**config.mk**
```make
export PLATFORM = sky130hd
export DESIGN_NAME = accumulator_bank
export DESIGN_NICKNAME = d
export VERILOG_FILES = /design/src/rtl/accumulator_bank.sv
export SDC_FILE = /design/constraint.sdc
export NUM_CORES = 1
export LEC_CHECK = 0
export ABC_AREA = 1
export ABC_CLOCK_PERIOD_IN_PS = 4000
export CAP_MARGIN = 20
export CELL_PAD_IN_SITES_DETAIL_PLACEMENT = 1
export CELL_PAD_IN_SITES_GLOBAL_PLACEMENT = 2
export CORE_UTILIZATION = 33
export CTS_CLUSTER_SIZE = 40
export DETAILED_ROUTE_END_ITERATION = 16
export PLACE_DENSITY = 0.92
export SYNTH_ARGS = -nofsm -noshare
export SYNTH_HDL_FRONTEND = slang
export SYNTH_SLANG_ARGS = --single-unit
export TNS_END_PERCENT = 5
```
**constraint.sdc**
```tcl
create_clock -name clk -period 4 [get_ports clk]
set_clock_uncertainty 0.15 [all_clocks]
set_input_delay 0.6 -clock clk [delete_from_list [all_inputs] [get_ports clk]]
set_output_delay 0.6 -clock clk [all_outputs]
set_load 0.01 [all_outputs]
```
**src/rtl/accumulator_bank.sv**
```systemverilog
// Multi-channel burst accumulator: sums unsigned samples per channel and emits
// the total through a one-deep output register on burst end or in_last.
module accumulator_bank #(
    parameter int DATA_WIDTH = 32,
    parameter int ACC_WIDTH  = 40,
    parameter int NUM_CH     = 4,
    parameter int BURST_LEN  = 8,
    parameter int SATURATE   = 0,
    localparam int CH_W      = $clog2(NUM_CH),
    localparam int CNT_W     = $clog2(BURST_LEN + 1)
) (
    input  logic                  clk,
    input  logic                  rst,
    input  logic                  clr,
    input  logic                  in_valid,
    output logic                  in_ready,
    input  logic [DATA_WIDTH-1:0] in_data,
    input  logic [CH_W-1:0]       in_ch,
    input  logic                  in_last,
    output logic                  out_valid,
    input  logic                  out_ready,
    output logic [ACC_WIDTH-1:0]  out_data,
    output logic [CH_W-1:0]       out_ch,
    output logic [CNT_W-1:0]      out_count,
    output logic                  out_ovf
);

    logic [ACC_WIDTH-1:0] acc_q [NUM_CH];
    logic [ACC_WIDTH-1:0] acc_d [NUM_CH];
    logic [CNT_W-1:0]     cnt_q [NUM_CH];
    logic [CNT_W-1:0]     cnt_d [NUM_CH];
    logic [NUM_CH-1:0]    ovf_q, ovf_d;

    logic                 out_valid_q, out_valid_d;
    logic [ACC_WIDTH-1:0] out_data_q, out_data_d;
    logic [CH_W-1:0]      out_ch_q, out_ch_d;
    logic [CNT_W-1:0]     out_count_q, out_count_d;
    logic                 out_ovf_q, out_ovf_d;

    logic                 accept, ch_ok, emit, overflow;
    logic [CH_W-1:0]      idx;
    logic [ACC_WIDTH:0]   sum_wide;
    logic [ACC_WIDTH-1:0] sum;
    logic [CNT_W-1:0]     cnt_inc;

    // Carry out of the accumulator either clamps to all-ones or wraps.
    function automatic logic [ACC_WIDTH-1:0] sat_sum(input logic [ACC_WIDTH:0] wide);
        if (wide[ACC_WIDTH] && (SATURATE != 0)) begin
            return '1;
        end
        return wide[ACC_WIDTH-1:0];
    endfunction

    assign in_ready = !clr && (!out_valid_q || out_ready);
    assign accept   = in_valid && in_ready;
    // Out-of-range channels are swallowed; idx is forced to 0 so the read stays in bounds.
    assign ch_ok    = {1'b0, in_ch} < (CH_W + 1)'(NUM_CH);
    assign idx      = ch_ok ? in_ch : '0;
    assign sum_wide = {1'b0, acc_q[idx]} + (ACC_WIDTH + 1)'(in_data);
    assign overflow = sum_wide[ACC_WIDTH];
    assign sum      = sat_sum(sum_wide);
    assign cnt_inc  = cnt_q[idx] + CNT_W'(1);
    assign emit     = accept && ch_ok && ((cnt_inc == CNT_W'(BURST_LEN)) || in_last);

    always_comb begin
        acc_d       = acc_q;
        cnt_d       = cnt_q;
        ovf_d       = ovf_q;
        out_valid_d = out_valid_q && !out_ready;
        out_data_d  = out_data_q;
        out_ch_d    = out_ch_q;
        out_count_d = out_count_q;
        out_ovf_d   = out_ovf_q;

        if (emit) begin
            out_valid_d = 1'b1;
            out_data_d  = sum;
            out_ch_d    = in_ch;
            out_count_d = cnt_inc;
            out_ovf_d   = ovf_q[idx] | overflow;
            acc_d[idx]  = '0;
            cnt_d[idx]  = '0;
            ovf_d[idx]  = 1'b0;
        end else if (accept && ch_ok) begin
            acc_d[idx]  = sum;
            cnt_d[idx]  = cnt_inc;
            ovf_d[idx]  = ovf_q[idx] | overflow;
        end

        // in_ready is low during clr, so no accept can race the clear.
        if (clr) begin
            for (int i = 0; i < NUM_CH; i++) begin
                acc_d[i] = '0;
                cnt_d[i] = '0;
            end
            ovf_d = '0;
        end
    end

    always_ff @(posedge clk) begin
        if (rst) begin
            for (int i = 0; i < NUM_CH; i++) begin
                acc_q[i] <= '0;
                cnt_q[i] <= '0;
            end
            ovf_q       <= '0;
            out_valid_q <= 1'b0;
            out_data_q  <= '0;
            out_ch_q    <= '0;
            out_count_q <= '0;
            out_ovf_q   <= 1'b0;
        end else begin
            acc_q       <= acc_d;
            cnt_q       <= cnt_d;
            ovf_q       <= ovf_d;
            out_valid_q <= out_valid_d;
            out_data_q  <= out_data_d;
            out_ch_q    <= out_ch_d;
            out_count_q <= out_count_d;
            out_ovf_q   <= out_ovf_d;
        end
    end

    assign out_valid = out_valid_q;
    assign out_data  = out_data_q;
    assign out_ch    = out_ch_q;
    assign out_count = out_count_q;
    assign out_ovf   = out_ovf_q;

endmodule

```
-- Word level (Yosys, flattened, before mapping)
Index checks and enable logic that the tools add are counted.
- register bits after elaboration: 228
- word-level logic and storage cells: 66
- output and inout port bits: 49
- multiplexer cells: 24
- magnitude comparators: 4
- $add $sub $neg: 2
- bitwise gates (word level): 8
- equality and inequality tests: 1
- reductions and logical operators: 13
- operator list (cell ; number):
    $mux 160 ; 2
    $and 160x160->160 ; 1
    $bwmux 160 ; 1
    $not 160->160 ; 1
    $mux 40 ; 3
    $bmux 40 s2 ; 1
    $demux 40 s2 ; 1
    $add 40x32->41 ; 1
    $mux 16 ; 2
    $mux 4 ; 5
    $and 16x16->16 ; 1
    $bwmux 16 ; 1
    $not 16->16 ; 1
    $bmux 4 s2 ; 1
    $demux 4 s2 ; 1
    $logic_and 1x1->1 ; 6
    $add 4x1->4 const B ; 1
    $and 4x4->4 ; 1
    $bwmux 4 ; 1
    $eq 4x4->1 const B ; 1
    $not 4->4 ; 1
    $ge 3x3->1 const B ; 1
    $logic_not 1->1 ; 3
    $lt 2x3->1 const B ; 1
    10 further kinds ; 13

-- Longest topological paths before layout
- depth in word-level cells: 9
- depth in mapped cells: 23
- mapped depth without buffers: 20

-- Least setup slack after synthesis
No wires, ideal clock.
- path kind: input to register
- from: input in_ch[1]
- to: register acc_q[112] (netlist bit)
- stages: 23
- arrival: 3.143 ns
- path slack: 0.637 ns
- path buffers: 3
- required time: 3.780 ns
- path through: buf_4 -> inv_2 -> nor2_1 -> buf_2 -> buf_1 -> nand2_1 -> nand3_1 -> ha_1 -> inv_1 -> fa_1 -> inv_1 -> nand3_1 -> nand3_1 -> nand2_1 -> nand3_1 -> nand2_1 -> nand2_1 -> nand2_1 -> nand2_1 -> nand2_1 -> nand2_1 -> nand2_1 -> a21oi_1
- cells in the longest elaborated chain, start to end: 9
- elaborated cells between the ends (all ways): 23
- classes of those cells: add/sub (2); order compare (2); eq/ne (1); mux (11); bitwise (3); reduce/logical (4)
- RTL lines (item ; RTL line ; RTL):
    from (decl) ; 18 ; input logic [CH_W-1:0] in_ch,
    $not 2->3 (not written as such) (*) ; n/a ;
    parallel branches: the longest is 8 deep, another holds $add 40x32->41 ; n/a ;
    to (signal, indexed assignment) ; 103 ; acc_q[i] <= '0;
    to (signal assigned) ; 113 ; acc_q <= acc_d;
    to (decl) ; 28 ; logic [ACC_WIDTH-1:0] acc_q [NUM_CH];
Every way passes the cells marked *. The select of a mux whose other input is x is not followed.
A chain may end at the register's enable or synchronous reset.

-- Worst setup path after layout
- from: input in_ch[1]
- to: register acc_q[140] (netlist bit)
Same word-level chain as after synthesis.

==> impl.org <==
** Run status
- The flow ran to the end, and the final reports show no timing, DRC or antenna violations.

** Placed design
- After detailed placement, the design holds a cell count of approximately 2300.
- Last weighted congestion value of the routability-driven placer :: a little under 1
- The count of buffers added on input and output ports is ~90.
- Once placement finished, the instance area stood at around 14000 sq um.
- Detailed placement finished with a half-perimeter wire length of between 30000 and 40000 um.
- Before CTS, the worst setup slack after placement is -0.4052 ns.

** Synthesis
- Mean post-synth cell area :: 6.780 sq um
- Parity-gate share of the synthesized area counting xor and xnor cells :: 1.680%
- Post-synthesis adder-cell area fraction :: roughly 3.8%
- In the synthesized netlist, mux cells make up 0% of the area.
- Sequential share of the synthesized area :: approximately 40%
- The top cell type by area accounts for 39.79% of the synthesized area.
- Synth warnings :: 0
- Among all cell types in the netlist, the one instantiated most often is nand2_1.
- In the synthesized netlist the dominant register cell turns out to be dfxtp_1.
- Post-Synthesis Net Count :: 1766
- Post-Synthesis Cell Area :: between 10000 and 15000 sq um
- By area the synthesized netlist is led by dfxtp_1 40%, nand2_1 14%, a21oi_1 9.7%.
- Post-synth EDFFs :: 0
- The commonest cells after synthesis are 422 x nand2_1, 228 x dfxtp_1, 222 x a21oi_1, 216 x o21ai_0, 159 x nor2_1.
- Synth area leader :: dfxtp_1
- Largest family of logic cells by synthesized area :: simple AND/OR/NAND/NOR gates
- Synthesis produced a netlist whose cell count is 1692.
- The synthesized netlist devotes a little under a quarter of its cell area to simple gates.
- Fraction of registers with async set/reset :: 0%
- In this run, synthesis produced a sequential element count of approximately 230.
- Synth cell types :: 33
- Area fraction in compound gates after synthesis :: a little under a quarter

** Worst setup path
- STA classifies the critical path endpoint as a flip-flop.
- STA puts the critical path data required time at ~4.3 ns.
- Signal arrival time at the worst endpoint :: ~4.3 ns
- Master of the slowest instance on the critical path :: clkdlybuf4s50_1
- Type of the setup path with the least slack :: primary input to flip-flop
- The worst setup path is launched from a primary input.
- Reg-to-Reg Start :: acc_q[81]$_SDFFE_PP0P_
- Maximum fanout along the worst path :: 16
- The worst register-to-register path has a setup slack of about 0.77 ns.
- Cell count of the worst reg-to-reg path :: 14
- CP Cell Sequence :: clkdlybuf4s50_1 > buf_4 > nor2_4 > buf_12 > buf_12 > a22oi_1 > nand2_1 > ha_1 > a21oi_1 > o21ai_0 > a21oi_1 > nand3_1 > xor2_1 > nand2_1 > a21oi_1
- Worst stage delay on the critical path :: between 0.5 and 0.6 ns
- In this run the critical register-to-register path is captured at acc_q[61]$_SDFFE_PP0P_.
- Most frequent cell on the critical path :: a21oi_1

** Power and ir drop
- Static Leak :: 6.550 nW
- Across the VDD grid, the largest voltage drop is 0.2748 mV.
- Post-route total power :: around 5.3 mW
- In this run the power density over the cells is 368.5 nW/um^2.

** Clock tree
- Worst-Skew Late Latency :: 0.55 ns
- TritonCTS built the clock tree.
- In this run the number of H-tree levels came out at 1.
- Hold bufs inserted after CTS :: 0
- CTS root buffer :: clkbuf_16
- Clock-pin slew was measured on the worst setup and hold paths at 0.06 ns.
- Post-CTS setup repair buffer count :: 0
- Gates resized during post-CTS repair numbered 0.
- Total CTS buffers :: 26
- The clock net in this run drives a total of roughly 230 sinks.
- Maximum clock insertion buffer count :: 3

** GRT
- The first global-routing pass estimated approximately 68000 um of wire.
- Global routing finished with a remaining overflow of 0.
- Met1 track demand over resource :: 33.29%
- The initial antenna violation count is 0.
- Met2 Track Usage GR :: about two fifths
- Via count of the first global-routing pass :: approximately 12000
- Global route hottest layer :: met2
- For this run, global-route usage on met3 was measured as about 2.5%.
- Global-route usage over all layers :: between 20% and 30%
- Entering global routing, the biggest net connects slightly above 90 pins.

** Routing
- WL final :: about 43000 um
- Dividing the detail-routed wire length by the instance count gives about 18 um.
- Vias per cell :: 5.276
- The routed layout has between 10000 and 15000 vias.
- Initial detailed-routing violation count :: between 700 and 800
- Iteration count of the initial detailed-routing pass :: 5
- The count of nets left with antenna violations once routing finished came out at 0.
- In the routed design, unresolved DRC markers number 0.

** STA
- For the pin with the worst max-slew slack, the measured transition is around 0.97 ns.
- Setup violations remaining at the end of the flow were counted as 0.
- Clock period minus final worst setup slack :: between 3 and 4 ns
- In the final timing run, aggregate negative setup slack is 0 ns.
- The number of failing hold endpoints at the final stage is 0.
- Derived from the worst setup path, the maximum achievable clock frequency is between 200 and 300 MHz.
- Max_slew headroom :: between 30% and 40%
- The final critical path takes up between 90% and 100% of the cycle.
- Max-slew violation count :: 0
- RSZ-0062 raised after global routing :: no
- Worst setup margin :: slightly below 0.05 ns

** Final layout
- The finished cells cover 14510 sq um.
- 0 antenna diodes ended up in the layout.
- Across the whole layout, storage elements account for 4564 sq um.
- Fraction of final layout cells sized beyond drive strength 1 :: 9.903%
- The multi-input combinational cells in the finished layout cover a total of just over 6000 sq um.
- Area grow syn2layout :: 26.48%
- The layout has between 4000 and 5000 filler cells.
- After the flow finishes, the layout carries non-filler instances totaling between 2000 and 2500.
- The net count of the finished layout is 1917.

** Die
- Number of I/O pins :: 89
- Die X :: around 190 um
- Initial cell density of the core :: around a third
- After floorplanning, the core was sized to cover between 30000 and 40000 sq um.
- The die covers 35510 sq um.
- The die is about 190 um tall.
- Count of standard-cell rows :: 67

** Hold path
- Counting instances, the worst hold path has a depth of 2.
- The worst hold path begins at out_data[14]$_SDFFE_PP0P_.
- The tightest min-delay check is of the flip-flop to flip-flop type.
- Endpoint of the worst hold path :: out_data[14]$_SDFFE_PP0P_

** Job
- Max cap viols :: 0
kinds of logic after synthesis:
| kind of cell | Yosys count |
|---|---|
| AND/OR/NAND/NOR | 687 |
| AO/OA/AOI/OAI | 500 |
| flip-flops | 228 |
| buffers and inverters | 221 |
| adder cells (fa/ha/maj) | 34 |
| XOR/XNOR | 22 |
cell type report:
type	count	share of cell area [%]
Multi-Input combinational cell	1243	41.90
Sequential cell	228	31.46
Timing Repair Buffer	218	13.83
Clock buffer	38	5.493
Tap cell	448	3.863
Inverter	126	3.260
Clock inverter	5	0.1897
how the worst max path moves through the flow:
stage                        start                 endpoint  slack [ns]  depth (start not counted)
after floorplan           in_ch[1]  acc_q[112]$_SDFFE_PP0P_        0.64                         23
after global placement    in_ch[1]   acc_q[60]$_SDFFE_PP0P_       -0.36                         15
after detailed placement  in_ch[1]  acc_q[100]$_SDFFE_PP0P_       -0.41                         15
after CTS                 in_ch[1]  acc_q[100]$_SDFFE_PP0P_        0.14                         15
after global routing      in_ch[1]  acc_q[100]$_SDFFE_PP0P_       0.002                         15
final                     in_ch[1]  acc_q[140]$_SDFFE_PP0P_        0.05                         15
per-stage QoR:
stage	hold slack, ns	utilization (%)
finish	0.3292	42.84
global route	0.3540	42.84
CTS	0.3285	42.84
detailed placement	0.3190	40.41
global placement	0.3076	40.41
floorplan	0.3382	-
routing by layer:
metal / routed length [um] / vias to the layer above
met5: 0 / -
met4: 864 / 0
met3: 2093 / 61
met2: 19280 / 276
met1: 20420 / 5928
li1: - / 5902
critical path: cells and delay by family:
kind / cells / cell delay [ns]
AO/OA/AOI/OAI: 5 / 1.13
XOR/XNOR: 1 / 0.44
adder cells (fa/ha/maj): 1 / 0.36
buffers and inverters: 4 / 1.03
AND/OR/NAND/NOR: 4 / 0.69
flip-flops by register name, summed over array words and instances (netlist names):
signal,cells
acc_q,160
cnt_q,16
out_ch,2
out_count,4
out_data,40
out_ovf,1
out_valid,1
ovf_q,4
cells in the final DEF, fill, tap and decap left out, drive strengths merged, types with 3 or more instances in the layout:
cell and instances:
nand4 3, nor3 7, inv 126, nand2 423
clkbuf 38, a21oi 222, clkdlybuf4s50 88, ha 33
xnor2 12, dfxtp 228, nand3b 3, o21bai 6
xor2 10, a22oi 47, nand3 80, buf 130
clkinv 4, o21ai 218, nor2 162, nand2b 8
where the power goes:
group / switching (mW) / total (mW) / internal (mW)
combinational: 0.407 / 0.666 / 0.259
sequential: 0.0255 / 2.35 / 2.32
clock: 0.974 / 2.34 / 1.36
Power figures use the tool's default switching activity.
